## src/rtl/aes_serial_ctrl.sv

```systemverilog
// rtl/aes_serial_ctrl.sv - serial-link sequencer for the AES Cipher/InvCipher cores
// Optional DONE-state watchdog with sticky err_tmo: define AES_CTRL_TIMEOUT_EN.
module aes_serial_ctrl #(
  parameter int KEY_BITS = 256,
  parameter int WAIT_CYC = 47,
  parameter int TMO_CYC  = 1024
) (
  input  logic                clk,
  input  logic                rst_n,
  input  logic                in_valid,
  output logic                in_ready,
  input  logic                in_mode,
  input  logic [127:0]        in_data,
  input  logic [KEY_BITS-1:0] in_key,
  output logic                cs_enc_n,
  output logic                cs_dec_n,
  output logic                mosi,
  input  logic                miso,
  output logic                out_valid,
  input  logic                out_ready,
  output logic [127:0]        out_data,
  output logic                out_mode,
  output logic                busy
`ifdef AES_CTRL_TIMEOUT_EN
  ,
  output logic                err_tmo
`endif
);

  localparam int MAX1 = (KEY_BITS > 128) ? KEY_BITS : 128;
  localparam int MAX2 = (WAIT_CYC > MAX1) ? WAIT_CYC : MAX1;
  localparam int MAXV = (TMO_CYC > MAX2) ? TMO_CYC : MAX2;
  localparam int CW   = $clog2(MAXV + 1);
  localparam int KW   = $clog2(KEY_BITS);

  typedef enum logic [2:0] {
    IDLE, LOAD_DATA, LOAD_KEY, WAIT, CAPTURE, DONE
  } state_t;

  state_t                state, state_nxt;
  logic [CW-1:0]         bit_cnt, cnt_nxt;
  logic [127:0]          data_reg;
  logic [KEY_BITS-1:0]   key_reg;
  logic                  mode_reg;
  logic                  ready_en;
  logic                  accept;
  logic                  tmo_fire;
  logic                  link_active;

  // bit_cnt doubles as the DONE-state watchdog counter, so no extra register is needed
  always_comb begin
    state_nxt = state;
    cnt_nxt   = bit_cnt;
    accept    = 1'b0;
    tmo_fire  = 1'b0;
    case (state)
      IDLE: begin
        if (in_valid && in_ready) begin
          accept    = 1'b1;
          state_nxt = LOAD_DATA;
          cnt_nxt   = '0;
        end
      end
      LOAD_DATA: begin
        if (bit_cnt == CW'(127)) begin
          state_nxt = LOAD_KEY;
          cnt_nxt   = '0;
        end else begin
          cnt_nxt = bit_cnt + 1'b1;
        end
      end
      LOAD_KEY: begin
        if (bit_cnt == CW'(KEY_BITS - 1)) begin
          state_nxt = WAIT;
          cnt_nxt   = '0;
        end else begin
          cnt_nxt = bit_cnt + 1'b1;
        end
      end
      WAIT: begin
        if (bit_cnt == CW'(WAIT_CYC - 1)) begin
          state_nxt = CAPTURE;
          cnt_nxt   = '0;
        end else begin
          cnt_nxt = bit_cnt + 1'b1;
        end
      end
      CAPTURE: begin
        if (bit_cnt == CW'(127)) begin
          state_nxt = DONE;
          cnt_nxt   = '0;
        end else begin
          cnt_nxt = bit_cnt + 1'b1;
        end
      end
      DONE: begin
        if (out_ready) begin
          state_nxt = IDLE;
          cnt_nxt   = '0;
        end
`ifdef AES_CTRL_TIMEOUT_EN
        else if (bit_cnt == CW'(TMO_CYC - 1)) begin
          state_nxt = IDLE;
          cnt_nxt   = '0;
          tmo_fire  = 1'b1;
        end else begin
          cnt_nxt = bit_cnt + 1'b1;
        end
`endif
      end
      default: begin
        state_nxt = IDLE;
        cnt_nxt   = '0;
      end
    endcase
  end

  always_ff @(posedge clk or negedge rst_n) begin
    if (!rst_n) begin
      state    <= IDLE;
      bit_cnt  <= '0;
      data_reg <= '0;
      key_reg  <= '0;
      mode_reg <= 1'b0;
      ready_en <= 1'b0;
      out_data <= '0;
      out_mode <= 1'b0;
    end else begin
      state    <= state_nxt;
      bit_cnt  <= cnt_nxt;
      ready_en <= 1'b1;
      if (accept) begin
        data_reg <= in_data;
        key_reg  <= in_key;
        mode_reg <= in_mode;
      end
      if (state == CAPTURE) begin
        out_data[bit_cnt[6:0]] <= miso;
      end
      if (state == CAPTURE && state_nxt == DONE) begin
        out_mode <= mode_reg;
      end
    end
  end

`ifdef AES_CTRL_TIMEOUT_EN
  always_ff @(posedge clk or negedge rst_n) begin
    if (!rst_n) begin
      err_tmo <= 1'b0;
    end else if (accept) begin
      err_tmo <= 1'b0;
    end else if (tmo_fire) begin
      err_tmo <= 1'b1;
    end
  end
`endif

  // chip selects decode from state so they follow the acceptance and last-capture edges exactly
  assign link_active = (state == LOAD_DATA) || (state == LOAD_KEY) ||
                       (state == WAIT) || (state == CAPTURE);
  assign cs_enc_n    = !(link_active && !mode_reg);
  assign cs_dec_n    = !(link_active && mode_reg);
  assign in_ready    = ready_en && (state == IDLE);
  assign out_valid   = (state == DONE);
  assign busy        = (state != IDLE);

  always_comb begin
    mosi = 1'b0;
    case (state)
      LOAD_DATA: mosi = data_reg[bit_cnt[6:0]];
      LOAD_KEY:  mosi = key_reg[bit_cnt[KW-1:0]];
      default:   mosi = 1'b0;
    endcase
  end

endmodule

```

## config.mk

```make
export PLATFORM = sky130hd
export DESIGN_NAME = aes_serial_ctrl
export DESIGN_NICKNAME = d
export VERILOG_FILES = /design/src/rtl/aes_serial_ctrl.sv
export SDC_FILE = /design/constraint.sdc
export NUM_CORES = 1
export LEC_CHECK = 0
export ABC_AREA = 1
export ABC_CLOCK_PERIOD_IN_PS = 4500
export CAP_MARGIN = 20
export CORE_MARGIN = 10
export CORE_UTILIZATION = 50
export CTS_CLUSTER_DIAMETER = 50
export DETAILED_ROUTE_END_ITERATION = 12
export PLACE_DENSITY = 0.81
export SLEW_MARGIN = 15
export SYNTH_ARGS = -nofsm -noshare
export SYNTH_HDL_FRONTEND = slang
export SYNTH_SLANG_ARGS = --single-unit
```

## constraint.sdc

```tcl
create_clock -name clk -period 4.5 [get_ports clk]
set_input_delay 0.9 -clock clk [delete_from_list [all_inputs] [get_ports clk]]
set_output_delay 0.9 -clock clk [all_outputs]
set_load 0.01 [all_outputs]
```

==> reports/results.tsv <==
metric	value	unit
totalWireLength	83790	um
slew_violations	0	
routed-via-count	21580	
synth_area_per_cell	9.242	um2
die_h	242.4	um
fin_nets	3551	
dieArea	0.05874	mm2
design_area	0.03266	mm2
htree_levels	2	
clkSinkCount	529	
placedCellCount	3746	
setup_tns	0	ns
drv_cap	0	
r2r.worst_path.cells	8	
synth.distinct_cells	40	
start_kind	flip-flop	
port_buffers	524	
fp-row-count	81	
grt_pass1_vias	22350	
regArea	0.01324	mm2
min_path_type	primary input to async pin	
syn-num-nets	3067	
r2r-start	bit_cnt[0]	
cts_made_buffers	57	
critical_path_class	flip-flop to output port	
cts_tree	done	
gp_congestion	0.8949	
skew	0.02558	ns
r2r_slack	1.41	ns
worstPathMaxFanout	49	
viasPerCell	5.572	
largest_reg_flops	256	
yosysWarnings	0	
period_share	90.50	%
syn_area	0.02472	mm2
max_freq	245.6	MHz
status	finished clean	
netlist_instances	2675	
core_area	0.04895	mm2
wl_per_cell	21.64	um
multi_input_area	0.009752	mm2
fillers	3658	
path_clk_slew	0.06	ns
hpwl	58730	um
ys_async_sr_fraction	100.0	%
leakagePower	14.66	nW
area_growth	32.12	%
grt_setup_unrepaired	no	
ys_seq_area_share	53.55	%
drt_iter0_drc	1905	
drc	0	
antenna_found_initial	6	
ys_seq_elements	529	
grt_first_pass_wirelength	126900	um
max-clock-path-buffers	3	
first_pass_iters	5	
holdWs	0.3414	ns
finalSetupViolCount	0	
drive_gt1_share	14.91	%
worst_slew_margin_rel	20.10	%
cp.required	3.60	ns
ant_nets	0	
cts_hold_buf	0	
crit_arrival	3.17	ns
clk_latency	0.61	ns
die_w	242.4	um
fin_crit	4.072	ns
grt_max_degree	165	
initial_core_util	50.50	%
hold_viol_final	0	
track_usage	27.30	%
synth_edf_count	0	
power-per-cell-area	603.8	mW/mm2
end_kind	output port	
finalNonFillerCells	3872	
root_buffer	clkbuf_16	
dpl-instance-area	0.03037	mm2
max-vdd-ir-drop	0.4674	mV
grt_overflow	0	
synth_top_flop_cell	dfrtp_1	
io_pins	525	
r2r_end	out_data[29]	
fin_util	66.72	%
tightest_slew	1.194	ns
worst max-delay path: stages, from the launching register on:
cell	delay, ns
dfrtp_4	0.60
buf_4	0.19
clkbuf_16	0.23
nand2_1	0.11
a21oi_1	0.08
o21ai_1	0.14
nand2_1	0.10
nand2_1	0.08
nand2_1	0.07
nor2_1	0.21
nor2_1	0.06
nor2_1	0.19
nand2_1	0.11
nand2_1	0.08
nand2_1	0.07
dlymetal6s2s_1	0.22
worst max path at each step:
stage                     from   end  slack, ns  cells after the start
finish              bit_cnt[0]  mosi       0.43                     15
global route        bit_cnt[0]  mosi       0.31                     15
floorplan           bit_cnt[0]  mosi       1.98                     13
detailed placement  bit_cnt[0]  mosi       0.65                     13
global placement    bit_cnt[0]  mosi       0.67                     15
CTS                 bit_cnt[0]  mosi      0.002                     13
final cells by class:
cell class / count / share of cell area, %
multi-input cells: 1781 / 29.86
clock inverters: 25 / 1.019
well taps: 664 / 2.544
repair inverters: 1 / 0.02682
flip-flops and latches: 529 / 40.55
inverters: 208 / 2.440
diodes: 2 / 0.01532
clock buffers: 81 / 5.229
repair buffers: 581 / 18.32
per-stage QoR:
step,worst slack (ns),power [mW]
after floorplan,1.984,12.05
after global placement,0.6662,14.04
after detailed placement,0.6520,14.36
after CTS,0.002452,19.47
after global routing,0.3074,20.90
final,0.4277,19.72
Yosys cell counts (3+ instances only):
| master | n | share of area [%] |
|---|---|---|
| buf_2 | 87 | 1.8 |
| inv_1 | 182 | 2.8 |
| nand2_2 | 5 | 0.13 |
| nor2_1 | 398 | 6.0 |
| or2_1 | 9 | 0.23 |
| o21ai_1 | 42 | 0.85 |
| nand3_1 | 76 | 1.5 |
| nand2_4 | 4 | 0.18 |
| buf_4 | 20 | 0.61 |
| buf_6 | 26 | 1.2 |
| nor3_1 | 7 | 0.14 |
| dfrtp_1 | 529 | 54 |
| buf_1 | 3 | 0.046 |
| nor2_2 | 13 | 0.33 |
| mux2_2 | 237 | 11 |
| inv_2 | 22 | 0.33 |
| o21a_1 | 4 | 0.12 |
| a21oi_1 | 319 | 6.5 |
| or2_2 | 13 | 0.33 |
| nand2_1 | 484 | 7.3 |
| clkbuf_1 | 22 | 0.33 |
| o21ai_0 | 32 | 0.65 |
| nor2_4 | 10 | 0.46 |
| a31oi_1 | 68 | 1.7 |
| o211ai_1 | 41 | 1.2 |
cells by family (layout without fill, tap and decap cells):
group           count (synthesis)  in the layout  share of synthesized area, %
mux                           237            237                         10.80
flops                         529            529                         53.55
compound gates                511            511                         11.26
other cells                     1              3                       0.01517
buf+inv                       366            896                         7.111
simple gates                 1027           1028                         17.10
xor+xnor                        2              2                       0.07087
fa+ha+maj                       2              2                        0.1012
power by group:
| part | leakage (nW) | total (mW) | internal [mW] | switching [mW] |
|---|---|---|---|---|
| Clock | 0.990 | 5.00 | 3.00 | 2.01 |
| Sequential | 5.78 | 7.35 | 6.49 | 0.866 |
| Combinational | 7.89 | 7.36 | 3.01 | 4.35 |
cell usage in the layout, fill, tap and decap left out, drive strengths merged:
cell type,n
a21oi,320
a31oi,68
buf,55
bufinv,6
clkbuf,84
clkdlybuf4s50,522
clkinv,13
clkinvlp,6
conb,1
dfrtp,529
diode,2
dlymetal6s2s,1
ha,2
inv,209
mux2,237
nand2,493
nand3,77
nand4,2
nor2,424
nor3,8
nor3b,2
o211ai,42
o21a,4
o21ai,74
o221ai,1
o22ai,1
o31ai,1
or2,22
xor2,2
metal layers:
metal	vias to the layer above	global-route usage, %	part of all wire (%)
met5	-	0	0.074
met4	8	15.17	5.7
met3	281	6.283	8.3
met2	1144	45.71	48
met1	10410	31.97	37
li1	9735	-	-
timing repair:
item                                    CTS  global route
gates cloned                              0             6
pin swaps                                 0             3
endpoints found under the setup margin    1             1
gates resized for setup                   2             8
setup buffers                             0             8
Power figures use the tool's default switching activity.
